[src/rtl/pc_ctrl_pkg.sv]
// Shared types and constants for the program-counter sequencer.
// Also holds the decode of EXU control-flow flags into PC update selects.
package pc_ctrl_pkg;

  typedef enum logic [2:0] {
    ST_IDLE     = 3'd0,
    ST_FETCH    = 3'd1,
    ST_WAIT_RSP = 3'd2,
    ST_EXEC     = 3'd3,
    ST_UPDATE   = 3'd4,
    ST_TRAP     = 3'd5,
    ST_HALT     = 3'd6
  } state_t;

  localparam logic [1:0] PC_SEL_ADDER = 2'b00;
  localparam logic [1:0] PC_SEL_MTVEC = 2'b01;
  localparam logic [1:0] PC_SEL_MEPC  = 2'b11;

  localparam logic [3:0] CAUSE_IAF     = 4'd1;
  localparam logic [3:0] CAUSE_ECALL_M = 4'd11;

  typedef struct packed {
    logic [1:0] sel;
    logic       left_rs1;
    logic       right_imm;
  } upd_sel_t;

  // Priority mret > jalr > jal > taken branch > sequential (pc + 4).
  function automatic upd_sel_t decode_update(input logic mret, input logic jalr,
                                             input logic jal, input logic br_taken);
    upd_sel_t s;
    s = '0;
    if (mret) begin
      s.sel = PC_SEL_MEPC;
    end else if (jalr) begin
      s.left_rs1  = 1'b1;
      s.right_imm = 1'b1;
    end else if (jal || br_taken) begin
      s.right_imm = 1'b1;
    end
    return s;
  endfunction

endpackage

[src/rtl/pc_ctrl_instret_counter.sv]
// Retired-instruction counter: synchronous active-low clear, increment enable,
// wraps modulo 2^CNT_W.
module instret_counter #(
  parameter int CNT_W = 64
) (
  input  logic             clk,
  input  logic             clr_n,
  input  logic             inc,
  output logic [CNT_W-1:0] count
);

  logic [CNT_W-1:0] count_q;

  always_ff @(posedge clk) begin
    if (!clr_n) begin
      count_q <= '0;
    end else if (inc) begin
      count_q <= count_q + 1'b1;
    end
  end

  assign count = count_q;

endmodule

[src/rtl/pc_ctrl.sv]
// Program-counter sequencer: fetch -> execute -> PC update loop with traps,
// ebreak halt and retired-instruction counting. All outputs decode registered state.
module pc_ctrl
  import pc_ctrl_pkg::*;
#(
  parameter int CNT_W = 64
) (
  input  logic             clk,
  input  logic             rst_n,
  // Handshake: a fetch transfers on a cycle with ifu_req_valid && ifu_req_ready;
  // valid, once raised, holds until that cycle. The response is one
  // ifu_rsp_valid pulse; exu_start is a one-cycle pulse answered by exu_done.
  output logic             ifu_req_valid,
  input  logic             ifu_req_ready,
  input  logic             ifu_rsp_valid,
  input  logic             ifu_rsp_err,
  output logic             exu_start,
  input  logic             exu_done,
  input  logic             exu_jal,
  input  logic             exu_jalr,
  input  logic             exu_br_taken,
  input  logic             exu_ecall,
  input  logic             exu_mret,
  input  logic             exu_ebreak,
  output logic             pc_valid,
  output logic [1:0]       pc_sel,
  output logic             adder_left_rs1,
  output logic             adder_right_imm,
  output logic             trap_valid,
  output logic [3:0]       trap_cause,
  output logic             halted,
  output logic [CNT_W-1:0] instret,
  output logic [2:0]       state_dbg
);

  state_t     state_q;
  logic       start_q;
  upd_sel_t   upd_q;
  logic [3:0] cause_q;
  logic       instret_inc;

  always_ff @(posedge clk) begin
    if (!rst_n) begin
      state_q <= ST_IDLE;
      start_q <= 1'b0;
      upd_q   <= '0;
      cause_q <= '0;
    end else begin
      start_q <= 1'b0;
      case (state_q)
        ST_IDLE:  state_q <= ST_FETCH;
        ST_FETCH: if (ifu_req_ready) state_q <= ST_WAIT_RSP;
        ST_WAIT_RSP: begin
          if (ifu_rsp_valid) begin
            if (ifu_rsp_err) begin
              state_q <= ST_TRAP;
              cause_q <= CAUSE_IAF;
            end else begin
              state_q <= ST_EXEC;
              start_q <= 1'b1;
            end
          end
        end
        ST_EXEC: begin
          if (exu_done) begin
            if (exu_ebreak) begin
              state_q <= ST_HALT;
            end else if (exu_ecall) begin
              state_q <= ST_TRAP;
              cause_q <= CAUSE_ECALL_M;
            end else begin
              state_q <= ST_UPDATE;
              upd_q   <= decode_update(exu_mret, exu_jalr, exu_jal, exu_br_taken);
            end
          end
        end
        ST_UPDATE: state_q <= ST_FETCH;
        ST_TRAP:   state_q <= ST_FETCH;
        ST_HALT:   state_q <= ST_HALT;
        default:   state_q <= ST_IDLE;
      endcase
    end
  end

  // ecall traps without retiring; ebreak retires even though it halts.
  assign instret_inc = (state_q == ST_EXEC) && exu_done && (exu_ebreak || !exu_ecall);

  instret_counter #(.CNT_W(CNT_W)) u_instret (
    .clk   (clk),
    .clr_n (rst_n),
    .inc   (instret_inc),
    .count (instret)
  );

  assign ifu_req_valid   = (state_q == ST_FETCH);
  assign exu_start       = start_q;
  assign pc_valid        = (state_q == ST_UPDATE) || (state_q == ST_TRAP);
  assign pc_sel          = (state_q == ST_UPDATE) ? upd_q.sel :
                           (state_q == ST_TRAP)   ? PC_SEL_MTVEC : PC_SEL_ADDER;
  assign adder_left_rs1  = (state_q == ST_UPDATE) && upd_q.left_rs1;
  assign adder_right_imm = (state_q == ST_UPDATE) && upd_q.right_imm;
  assign trap_valid      = (state_q == ST_TRAP);
  assign trap_cause      = (state_q == ST_TRAP) ? cause_q : 4'd0;
  assign halted          = (state_q == ST_HALT);
  assign state_dbg       = state_q;

endmodule
[config.mk]
export PLATFORM = sky130hd
export DESIGN_NAME = pc_ctrl
export DESIGN_NICKNAME = d
export VERILOG_FILES = /design/src/rtl/pc_ctrl_pkg.sv /design/src/rtl/pc_ctrl_instret_counter.sv /design/src/rtl/pc_ctrl.sv
export SDC_FILE = /design/constraint.sdc
export NUM_CORES = 1
export LEC_CHECK = 0
export ABC_AREA = 1
export CAP_MARGIN = 10
export CORE_MARGIN = 8
export CORE_UTILIZATION = 52
export DETAILED_ROUTE_END_ITERATION = 6
export GPL_ROUTABILITY_DRIVEN = 1
export GPL_TIMING_DRIVEN = 0
export MAX_ROUTING_LAYER = met4
export PLACE_DENSITY_LB_ADDON = 0.08
export SYNTH_ARGS = -nofsm -noshare
export SYNTH_HDL_FRONTEND = slang
export SYNTH_SLANG_ARGS = --single-unit
[constraint.sdc]
create_clock -name clk -period 2 [get_ports clk]
set_input_delay 0.2 -clock clk [delete_from_list [all_inputs] [get_ports clk]]
set_output_delay 0.2 -clock clk [all_outputs]
set_load 0.01 [all_outputs]
==> impl_metrics.py, run 1 <==
metrics = {
    "logic_synthesis": {
        "postSynth.topFlopCell": "sky130_fd_sc_hd__dfxtp_1",
        "synth_top_cell_by_area": "sky130_fd_sc_hd__dfxtp_1",
        "postSynthRegisterBits": 73,
        "synth-compound-area-share_pct": 6.91,
        "ys_async_sr_fraction_pct": 0,
        "synth_fa_ha_area_share_pct": 0.277,
        "netlist.area_leader.share_pct": 32.4,
        "synth-edff-count": 0,
        "synthesis.instances": 724,
        "yosysWarnings": 0,
        "number_of_distinct_library_cell_variants_in_the_gate_level_netlist_after_synthesis": 44,
        "synth_simple_gate_area_share_pct": 48.4,
        "synth.top_cells.by_area": "sky130_fd_sc_hd__dfxtp_1 32%, sky130_fd_sc_hd__nand2_1 16%, sky130_fd_sc_hd__nor2_1 14%",
        "synth_top_family_by_area": "simple AND/OR/NAND/NOR gates",
        "post_synth_mux_area_share_pct": 0,
        "avgSynthCellArea_sq_um": 6.23,
        "netlist_area_sq_um": 4510,
        "synth.yosys.seq_area_share_pct": 32.4,
        "syn-num-nets": 737,
        "xor_xnor_cell_area_share_of_the_yosys_netlist_pct": 2.52,
    },
    "hold_path": {
        "worst_hold_path_type": "input port to register",
    },
    "finish": {
        "multi_input_area_sq_um": 2640,
        "finalCoreUtilization_pct": 67.3,
        "syn_to_final_growth_pct": 27.6,
        "sequential_cell_area_sq_um": 1470,
        "drive_gt1_share_pct": 8.67,
        "fillerInstances": 822,
        "finish.cell_count_without_fillers": 938,
        "insertedDiodeCount": 0,
        "layout.nets": 838,
    },
    "power_and_ir_drop": {
        "p_per_area_nw_per_um2": 542,
        "ir_drop_worst_case_vdd_mv": 0.288,
        "cellLeakagePower_nw": 2.24,
    },
    "placed_design": {
        "number_of_buffers_added_on_ports": 89,
        "dpl.cell_count": 921,
        "gp_routability_congestion": 0.940,
        "detailedPlacementHpwl_mm": 11.5,
    },
    "sta": {
        "fin_crit_sh_pct": 94.3,
        "rsz0062_at_grt": "false",
        "finalMaxSlewViolations": 0,
        "finalCriticalPeriod_ns": 1.89,
        "whs_ns": 0.331,
        "worst_clock_skew_ns": 0.0126,
        "timing.fmax_mhz": 530,
        "setup_viol": 0,
        "timing.final.hold_violations": 0,
        "worst-slew-pin-transition_ns": 0.750,
        "slew-limit-headroom_pct": 50.0,
    },
    "clock_tree": {
        "cts_tree": "built",
        "ctsHtreeMaxLevel": 3,
        "clock_tree.buffer_depth": 2,
        "clk_root_buffer_cell": "sky130_fd_sc_hd__clkbuf_8",
        "postCtsHoldBufs": 0,
        "cts_made_buffers": 9,
        "cts.sinks": 73,
        "worst_setup_hold_path_clk_slew_ns": 0.09,
        "worst_skew_pair.late_latency_ns": 0.36,
    },
    "global_route": {
        "antenna_found_initial": 0,
        "grt_max_degree": 14,
        "grt_pass1_vias": 4603,
        "grt-ovfl-total": 0,
        "grt_first_pass_wirelength_mm": 23.2,
        "grt.total_usage_pct": 25.7,
    },
    "die": {
        "initial_utilization_pct": 52.7,
        "floorplan.die_area_sq_um": 11900,
        "die_height_um": 109,
        "core_area_sq_um": 8550,
        "number_of_rows_in_the_core_area": 34,
        "die_x_um": 109,
        "number_of_placed_i_o_pins": 92,
    },
    "routing": {
        "routed-via-count": 4990,
        "dr.first_iter.drc_count": 449,
        "drt-pass1-iter-count": 7,
        "totalWireLength_mm": 14.7,
        "drt_drc_violations_left": 0,
        "via_per_inst": 5.32,
        "drt-wirelength-per-cell_um": 15.7,
        "ant_nets": 0,
    },
    "setup_path": {
        "delay_of_the_slowest_critical_path_stage_ns": 0.34,
        "timing.critical_path.mode_cell": "sky130_fd_sc_hd__inv_1",
        "crit_type": "register to primary output",
        "setup.worst_path.start_class": "register",
        "crit_path_cell_trace": "inv_1, nor2_2, inv_1, nor2_1, inv_1, nor2_2, buf_4, dlygate4sd2_1",
        "crit_fanout": 4,
        "critical_path_required_time_ns": 1.80,
        "worst_path_max_delay_cell": "sky130_fd_sc_hd__dfxtp_2",
        "timing.critical_path.arrival_ns": 1.69,
        "worst_path_dominant_cell_family": "buffers and inverters",
        "crit_buf_inv": 5,
        "endpoint_kind": "primary output",
    },
    "run": {
        "timing.max_cap.violations": 0,
    },
    "run_status": {
        "run_status": "finished, final reports clean",
    },
}
==> synthesized netlist by cell type, types with 5 or more instances <==
library cell,n
sky130_fd_sc_hd__o21ai_0,17
sky130_fd_sc_hd__nand3_2,5
sky130_fd_sc_hd__a21oi_1,24
sky130_fd_sc_hd__nand4_1,10
sky130_fd_sc_hd__and3_1,5
sky130_fd_sc_hd__nor2_2,12
sky130_fd_sc_hd__nor2_4,6
sky130_fd_sc_hd__nor2_1,172
sky130_fd_sc_hd__xor2_1,11
sky130_fd_sc_hd__nor3_1,8
sky130_fd_sc_hd__inv_1,94
sky130_fd_sc_hd__nand3_1,41
sky130_fd_sc_hd__nand2_1,189
sky130_fd_sc_hd__clkbuf_1,5
sky130_fd_sc_hd__dfxtp_1,73
==> worst reg2reg max path, cell delays in order (launching register included) <==
cell and delay [ns]:
sky130_fd_sc_hd__dfxtp_1 0.49, sky130_fd_sc_hd__nand3_1 0.11, sky130_fd_sc_hd__nor2_1 0.26, sky130_fd_sc_hd__nand3_1 0.13, sky130_fd_sc_hd__nor2_1 0.30, sky130_fd_sc_hd__nand4_1 0.24, sky130_fd_sc_hd__nand2_1 0.11, sky130_fd_sc_hd__nand2_1 0.06
sky130_fd_sc_hd__nor2_1 0.12
==> metrics by stage <==
step	cell area (sq um)	setup WS, ns	power (mW)	TNS, ns
after floorplan	4510	0.328	1.79	0
after global placement	5540	-0.0161	1.94	-0.0161
after detailed placement	5540	-0.0330	1.95	-0.136
after CTS	5740	0.0667	3.13	0
after global routing	5760	0.000833	3.25	0
final	5760	0.114	3.12	0
==> path summary, 6_finish.rpt <==
kind | from | end | slack, ns | depth (start not counted)
setup reg to reg | u_instret.count[2] | u_instret.count[43] | 0.12 | 8
setup / recovery | state_dbg[2] | trap_cause[3] | 0.11 | 8
hold reg to reg | cause_q[0] | cause_q[0] | 0.46 | 2
hold / removal | rst_n | u_instret.count[0] | 0.33 | 3
==> where the power goes <==
group | total (mW) | internal [mW] | switching (mW)
Sequential | 1.54 | 1.49 | 0.0447
Combinational | 0.392 | 0.160 | 0.232
Clock | 1.19 | 0.581 | 0.608
==> flip-flops by register name, summed over array words and instances (netlist names) <==
signal,cells
exu_start,1
upd_q,3
u_instret.count,64
cause_q,2
state_dbg,3
==> what timing repair did <==
item,CTS,global route
resized for setup,9,7
cloned,0,0
buffers inserted,1,0
setup endpoints to repair,4,11
pin swaps,1,0
==> cell families after synthesis <==
logic type / after synthesis
DFF: 73
adders and majority gates: 1
buffers and inverters: 108
other: 1
xor gates and xnor gates: 13
and+or+nand+nor: 473
AOI/OAI and AO/OA: 55
==> layout by cell type, fill, tap and decap left out, types with 5 or more instances in the layout <==
master                            synthesis  routed
sky130_fd_sc_hd__a21oi_1                 24      24
sky130_fd_sc_hd__and3_1                   5       5
sky130_fd_sc_hd__clkbuf_1                 5       6
sky130_fd_sc_hd__clkbuf_8                 0       9
sky130_fd_sc_hd__clkdlybuf4s50_1          0      83
sky130_fd_sc_hd__dfxtp_1                 73      68
sky130_fd_sc_hd__dfxtp_2                  0       5
sky130_fd_sc_hd__dlygate4sd2_1            0       6
sky130_fd_sc_hd__inv_1                   94      94
sky130_fd_sc_hd__nand2_1                189     189
sky130_fd_sc_hd__nand3_1                 41      41
sky130_fd_sc_hd__nand3_2                  5       5
sky130_fd_sc_hd__nand4_1                 10      10
sky130_fd_sc_hd__nor2_1                 172     169
sky130_fd_sc_hd__nor2_2                  12      14
sky130_fd_sc_hd__nor2_4                   6       7
sky130_fd_sc_hd__nor3_1                   8       8
sky130_fd_sc_hd__o21ai_0                 17      17
sky130_fd_sc_hd__xor2_1                  11      11
==> area by class of cell <==
type	instances	share of cell area, %
inverter	97	6.37
multi-input combinational	543	45.9
tap	108	2.35
buffer	11	1.00
clock inverter	6	1.17
timing repair buffer	90	15.5
clock buffer	10	2.22
sequential	73	25.5
==> metal layers <==
metal	vias to the layer above	track usage (%)	wire, um
li1	2451	-	-
met5	-	-	0
met1	2290	34.0	6560
met3	30	4.20	1420
met4	0	9.87	347
met2	219	38.3	6360
(Power assumes the default switching activity.)
==> run 2, diff against run 1 <==
--- a/config.mk
+++ b/config.mk
@@ -9,6 +9,7 @@
 export CAP_MARGIN = 10
 export CORE_MARGIN = 8
 export CORE_UTILIZATION = 52
+export CTS_CLUSTER_DIAMETER = 40
 export DETAILED_ROUTE_END_ITERATION = 6
 export GPL_ROUTABILITY_DRIVEN = 1
 export GPL_TIMING_DRIVEN = 0
==> results of run 2 <==
No change in the layout: final DEF, timing and power equal those of run 1.
